## config.mk

```make
export PLATFORM = sky130hd
export DESIGN_NAME = encoder_4to2_buf
export DESIGN_NICKNAME = d
export VERILOG_FILES = /design/src/rtl/encoder_4to2_buf.sv
export SDC_FILE = /design/constraint.sdc
export NUM_CORES = 1
export LEC_CHECK = 0
export ABC_AREA = 1
export CAP_MARGIN = 20
export CELL_PAD_IN_SITES_DETAIL_PLACEMENT = 1
export CELL_PAD_IN_SITES_GLOBAL_PLACEMENT = 1
export CORE_MARGIN = 2
export CORE_UTILIZATION = 33
export DETAILED_ROUTE_END_ITERATION = 10
export GPL_ROUTABILITY_DRIVEN = 0
export PLACE_DENSITY = 0.72
export SLEW_MARGIN = 15
export SYNTH_ARGS = -nofsm -noshare
export SYNTH_HDL_FRONTEND = slang
export SYNTH_SLANG_ARGS = --single-unit
```

## constraint.sdc

```tcl
create_clock -name clk -period 1.35 [get_ports clk]
set_clock_uncertainty 0.2 [all_clocks]
set_input_delay 0.2025 -clock clk [delete_from_list [all_inputs] [get_ports clk]]
set_output_delay 0.2025 -clock clk [all_outputs]
set_load 0.01 [all_outputs]
```

## src/rtl/encoder_4to2_buf.sv

```systemverilog
// Registered 4-to-2 priority encoder with a 2-entry output buffer.
// Flags zero-hot / multi-hot lines and keeps a saturating error count.
module encoder_4to2_buf #(
  parameter int CNT_W     = 8,
  parameter bit PRIO_HIGH = 1'b1
) (
  input  logic             clk,
  input  logic             rst_n,
  input  logic [3:0]       in_d,
  input  logic             in_valid,
  output logic             in_ready,
  output logic             out_a,
  output logic             out_b,
  output logic             out_none,
  output logic             out_multi,
  output logic             out_valid,
  input  logic             out_ready,
  input  logic             err_clr,
  output logic [CNT_W-1:0] err_cnt
);

  typedef enum logic [1:0] {
    EMPTY = 2'd0,
    ONE   = 2'd1,
    FULL  = 2'd2
  } state_e;

  state_e state_q, state_d;

  // entry layout: {code[1:0], none, multi}
  logic [3:0] head_q, head_d;
  logic [3:0] tail_q, tail_d;
  logic       in_ready_q, in_ready_d;
  logic [CNT_W-1:0] err_q, err_d;

  logic [1:0] code;
  logic       none;
  logic       multi;
  logic [3:0] entry;
  logic       push;
  logic       pop;

  always_comb begin
    code = 2'b00;
    if (PRIO_HIGH) begin
      for (int i = 0; i < 4; i++)
        if (in_d[i]) code = i[1:0];
    end else begin
      for (int i = 3; i >= 0; i--)
        if (in_d[i]) code = i[1:0];
    end
  end

  assign none  = (in_d == 4'b0000);
  // clearing the lowest set bit leaves something iff two or more were set
  assign multi = ((in_d & (in_d - 4'd1)) != 4'b0000);
  assign entry = {code, none, multi};

  assign push = in_valid & in_ready_q;
  assign pop  = out_ready & (state_q != EMPTY);

  always_comb begin
    state_d = state_q;
    head_d  = head_q;
    tail_d  = tail_q;
    unique case (state_q)
      EMPTY: begin
        if (push) begin
          head_d  = entry;
          state_d = ONE;
        end
      end
      ONE: begin
        if (push && pop) begin
          head_d = entry;
        end else if (push) begin
          tail_d  = entry;
          state_d = FULL;
        end else if (pop) begin
          state_d = EMPTY;
        end
      end
      FULL: begin
        if (pop) begin
          head_d  = tail_q;
          state_d = ONE;
        end
      end
      default: state_d = EMPTY;
    endcase
    in_ready_d = (state_d != FULL);
  end

  always_comb begin
    err_d = err_q;
    if (err_clr)
      err_d = '0;
    else if (push && (none || multi) && (err_q != {CNT_W{1'b1}}))
      err_d = err_q + CNT_W'(1);
  end

  always_ff @(posedge clk or negedge rst_n) begin
    if (!rst_n) begin
      state_q    <= EMPTY;
      head_q     <= 4'b0000;
      tail_q     <= 4'b0000;
      in_ready_q <= 1'b0;
      err_q      <= '0;
    end else begin
      state_q    <= state_d;
      head_q     <= head_d;
      tail_q     <= tail_d;
      in_ready_q <= in_ready_d;
      err_q      <= err_d;
    end
  end

  assign in_ready  = in_ready_q;
  assign out_valid = (state_q != EMPTY);
  assign out_a     = out_valid & head_q[3];
  assign out_b     = out_valid & head_q[2];
  assign out_none  = out_valid & head_q[1];
  assign out_multi = out_valid & head_q[0];
  assign err_cnt   = err_q;

endmodule

```

Word-level counts from Yosys, hierarchy flattened
Cells that the tools add are included.
W data, S select, Z words.
{"block": "totals", "output_inout_bits": 14, "wordCells": 49, "input_bits": 9, "ff_bits": 19}
{"block": "op_classes", "bitwise_logic": 8, "n_eq_ne": 7, "muxes": 15, "reduce_logical": 12, "add_sub_neg": 2}
{"operator": "$mux W8", "count": 2}
{"operator": "$mux W2", "count": 7}
{"operator": "$mux W4", "count": 3}
{"operator": "$pmux W4 S3", "count": 1}
{"operator": "$add A8 B1 Y8 const B", "count": 1}
{"operator": "$ne A2 B2 Y1 const B", "count": 4}
{"operator": "$ne A8 B8 Y1 const B", "count": 1}
{"operator": "$and A1 B1 Y1", "count": 6}
{"operator": "$pmux W2 S3", "count": 1}
{"operator": "$and A4 B4 Y4", "count": 1}
{"operator": "$logic_not A4 Y1", "count": 1}
{"operator": "$reduce_and A4 Y1", "count": 1}
{"operator": "$reduce_bool A2 Y1", "count": 2}
{"operator": "$reduce_bool A4 Y1", "count": 1}
{"operator": "$sub A4 B1 Y4 const B", "count": 1}
{"operator": "$logic_and A1 B1 Y1", "count": 3}
{"operator": "$reduce_and A3 Y1", "count": 1}
{"operator": "$reduce_bool A3 Y1", "count": 1}
{"operator": "$eq A2 B1 Y1 const B", "count": 1}
{"operator": "$eq A2 B2 Y1 const B", "count": 1}
{"operator": "$logic_not A2 Y1", "count": 1}
{"operator": "$logic_or A1 B1 Y1", "count": 1}
{"operator": "$mux W1", "count": 1}
{"operator": "$not A1 Y1", "count": 1}

Logic depth before layout (Yosys ltp)
{"block": "depth", "ltp_word": 8, "ltp_mapped": 8, "ltp_nobuf": 8}

Least setup slack after synthesis
No wires, ideal clock.
{"block": "synth_timing", "path_kind": "reg-to-reg", "startpoint": "reg err_q[0], in the netlist err_cnt[0]", "endpoint": "reg err_q[0], in the netlist err_cnt[0]", "path_stages_with_launch": 9, "required_time_ns": 1.085, "t_arrival_ns": 1.279, "setup_ns": 0.065, "path_slack_ns": -0.195, "synth_period_minus_slack_ns": 1.545, "path_buffers": 0, "cell_sequence": "dfrtp_1 -> ha_1 -> nand3_2 -> clkinv_1 -> nand2_1 -> nand3_4 -> nand2_8 -> nand2_2 -> nand2_1"}
{"block": "synth_between", "elab_chain_len": 3, "word_cells_on_any_way": 6, "cone_classes": "add/sub: 1; eq/ne: 1; mux: 2; reduce/logical: 2"}
{"item": "start, declared", "line_no": "34", "text": "logic [CNT_W-1:0] err_q, err_d;"}
{"item": "start signal, assigned", "line_no": "114", "text": "err_q <= err_d;"}
{"item": "$add A8 B1 Y8 / $ne A8 B8 Y1 (equally long branches)", "line_no": "99, 98"}
{"item": "$mux W8 / $logic_and A1 B1 Y1 (equally long branches)", "line_no": "98", "text": "else if (push && (none || multi) && (err_q != {CNT_W{1'b1}}))"}
{"item": "$mux W8 / $reduce_bool A2 Y1 (equally long branches)"}
Several ways; a longest one is shown, not always the timed one. The select of a mux whose other input is x is not followed.
A chain may end at the register's enable or synchronous reset.

Worst setup path in the final report
{"block": "layout_timing", "startpoint": "reg state_q[1]", "endpoint": "out out_b"}
{"block": "layout_between", "elab_chain_len": 2}
{"item": "start, declared", "line_no": "28", "text": "state_e state_q, state_d;"}
{"item": "start signal, assigned", "line_no": "110", "text": "state_q <= state_d;"}
{"item": "$reduce_bool A2 Y1", "line_no": "119", "text": "assign out_valid = (state_q != EMPTY);"}
{"item": "$and A1 B1 Y1", "line_no": "121", "text": "assign out_b = out_valid & head_q[2];"}
{"item": "end, declared", "line_no": "13", "text": "output logic out_b,"}
No other way between the ends.

==> out/metrics.cfg <==
[cts]
cts.htree.levels = 1
clock_sink_count = 19
clkSlewWorstSetupHoldPaths_ns = 0.11
cts_root_buffer = sky130_fd_sc_hd__clkbuf_4
clk_path_buf_depth = 2
cts_hold_repair.buffers = 0
clock_latency_ns = 0.30
cts_made_buffers = 3
cts_tree = yes

[worst_setup_path]
startpoint_type = flip-flop
r2r_cells = 7
setup.worst_path.end_class = primary output
rr_endpoint = head_q[1]
cp.required_ns = 0.95
worst-path-max-fanout = 4
worst-setup-path-type = flip-flop to primary output
crit_start = state_q[1]
cp.arrival_ns = 1.25
worst_r2r_startpoint = state_q[1]
reg2reg_setup_slack_ns = -0.19
worstSetupEndpoint = out_b

[grt]
antenna_found_initial = 0
grt_first_pass_wirelength_mm = 6.18
first_global_vias = 1303
grt_max_degree = 20
grt-ovfl-total = 0
groute.usage.overall_pct = 20.4

[yosys]
netlist_area_sq_mm = 0.00112
synth.most_common_cell = sky130_fd_sc_hd__nand2_1
synthMuxAreaShare_pct = 0
synth_seq_cells = 19
synth_compound_area_share_pct = 8.94
post_synth_and_or_nand_nor_area_fraction_pct = 39.1
synth-warning-count = 0
synthDominantCellAreaShare_pct = 42.5
synth_sequential_area_ratio_pct = 42.5
netlist_instances = 142
synthesized_area_divided_by_synthesized_cell_count_sq_um = 7.89
synth.top_cells.by_count = 33 x sky130_fd_sc_hd__nand2_1, 20 x sky130_fd_sc_hd__nor2_1, 19 x sky130_fd_sc_hd__dfrtp_1
synth_area_leaders = sky130_fd_sc_hd__dfrtp_1 42%, sky130_fd_sc_hd__nand2_1 11%, sky130_fd_sc_hd__nand2_2 7.3%
main_combinational_cell_family_by_area_after_synthesis = simple AND/OR/NAND/NOR gates
post_synth_net_total = 152
synth_async_sr_flop_share_pct = 100
yosys.area.top_type = sky130_fd_sc_hd__dfrtp_1
synth_cell_type_count = 23
synth_xor_xnor_area_share_pct = 2.35
synth_edf_count = 0
synth_flop_type = sky130_fd_sc_hd__dfrtp_1
synth_fa_ha_area_share_pct = 1.12

[sta]
final_min_period_over_clock_period_pct = 123
timing.final.setup_violations = 22
slew-limit-headroom_pct = 78.9
hold_ws_ns = 0.0311
finalHoldViolations = 0
fin_setup_tns_ns = -3.85
fin_crit_ns = 1.66
max_slew.worst_pin.slew_ns = 0.316
fmax_ghz = 0.604
slew_viol_final = 0
final_critical_path_setup_slack_ns = -0.307
unrepaired_setup_endpoints_after_global_routing = yes

[die]
die-area_sq_mm = 0.00388
num_io_pins = 23
floorplan.core_area_sq_mm = 0.00328
std_cell_rows = 21
initial_core_util_pct = 34.1
overall_die_height_um = 62.3
die_w_um = 62.3

[power]
max-vdd-ir-drop_mv = 0.780
leakagePower_nw = 0.934
p_per_area_mw_per_mm2 = 1260
p_seq_share_pct = 33.0
internal_power_of_the_cells_mw = 1.46
power.combinational.fraction_pct = 55.0
p_sw_uw = 977
netSwitchingFraction_pct = 40.1
clock_power_share_pct = 12.1

[route]
number_of_routed_nets_with_antenna_violations = 0
postRouteWirelength_mm = 3.95
first_pass_iters = 4
drc_errors = 0
detail_route.vias_per_cell = 4.84
dr_total_vias = 1220
avgRoutedWirePerCell_um = 15.7
detail_route.iter0.violations = 41

[layout]
synthToLayoutAreaGrowth_pct = 72.3
drive_above_1_share_pct = 54.4
inserted_diodes = 0
layout.filler_cells = 410
end_of_flow_core_utilization_pct = 58.7
fin_area_sq_mm = 0.00193
fin_nets = 217

[flow_run]
drv.max_cap_violation_count = 0

[place]
dpl_cell_area_sq_mm = 0.00160
io_buffer_count = 22
place.detailed.hpwl_mm = 2.56
post-place-ws_ns = -0.465

[status]
run_status = complete, but fails checks
failed_checks = setup timing

[worst_hold_path]
worst_hold_path_type = primary input to asynchronous set/reset pin

## timing repair
action,4_1_cts,5_1_grt
pin swaps,17,8
setup endpoints to repair,31,33
resized for setup,75,38
buffers inserted,15,2
gates cloned,2,0
## layer usage
metal  share of wire, %  wire length [um]  global-route usage (%)
met5                  0                 0                       0
met4                1.9                77                    5.56
met1                 38              1510                    22.8
met2                 57              2250                    40.5
met3                2.8               109                    2.36
## flip-flops by register name, indices dropped and copies added (netlist names)
name and count:
state_q 2, head_q 4, err_cnt 8, in_ready 1, tail_q 4
## cell usage in the layout (no fill, tap or decap), types with 7 or more instances in the layout
cell and n:
sky130_fd_sc_hd__inv_1 9, sky130_fd_sc_hd__dfrtp_1 17, sky130_fd_sc_hd__nor2_4 9, sky130_fd_sc_hd__nand2_4 8, sky130_fd_sc_hd__nand2_1 24, sky130_fd_sc_hd__clkdlybuf4s50_1 8
sky130_fd_sc_hd__nand3_1 9, sky130_fd_sc_hd__nand2_2 14, sky130_fd_sc_hd__inv_2 7, sky130_fd_sc_hd__buf_4 25, sky130_fd_sc_hd__buf_6 18, sky130_fd_sc_hd__nor2_1 10
## area by class of cell
cell class	instances	area [sq um]	share of cell area, %
Clock inverter	1	5.00	0.259
Multi-Input combinational cell	107	772	40.0
Tap cell	46	57.6	2.98
Inverter	17	68.8	3.57
Clock buffer	3	22.5	1.17
Sequential cell	19	478	24.8
Timing Repair Buffer	59	526	27.2
## worst max-delay path, cell delays in order, from the launching register on
cell and delay [ns]:
sky130_fd_sc_hd__dfrtp_1 0.43, sky130_fd_sc_hd__nor2_4 0.21, sky130_fd_sc_hd__buf_6 0.14, sky130_fd_sc_hd__nor2_2 0.03, sky130_fd_sc_hd__buf_2 0.13
## power groups by stage
stage          Sequential, mW  Combinational (mW)  Clock (mW)
2_1_floorplan           0.823               0.463           0
3_5_place_dp            0.812               0.946           0
4_1_cts                 0.798                1.21       0.307
6_report                0.803                1.34       0.294
5_1_grt                 0.823                1.44       0.337
3_3_place_gp            0.805               0.893           0
## cells by family (layout without fill, tap and decap cells)
family / Yosys count / after routing
AND/OR/NAND/NOR: 85 / 87
flip-flops: 19 / 19
buffers and inverters: 18 / 80
AO/OA/AOI/OAI: 16 / 16
XOR/XNOR: 3 / 3
adder cells (fa/ha/maj): 1 / 1
## through the flow
step | total power, mW | instances
4_1_cts | 2.32 | 250
3_5_place_dp | 1.76 | 231
3_3_place_gp | 1.70 | 231
5_1_grt | 2.60 | 252
6_report | 2.44 | 252
2_1_floorplan | 1.29 | 142
## worst min path at each step
| stage | slack [ns] | startpoint | to | cells after the start |
|---|---|---|---|---|
| 6_report | 0.03 | rst_n | err_cnt[7] | 2 |
| 5_1_grt | 0.03 | rst_n | err_cnt[3] | 2 |
| 4_1_cts | 0.03 | rst_n | err_cnt[3] | 2 |
| 3_5_place_dp | 0.28 | tail_q[1] | tail_q[1] | 2 |
| 3_3_place_gp | 0.27 | tail_q[3] | tail_q[3] | 2 |
| 2_1_floorplan | -0.29 | rst_n | err_cnt[0] | 0 |
Power figures use the tool's default switching activity.
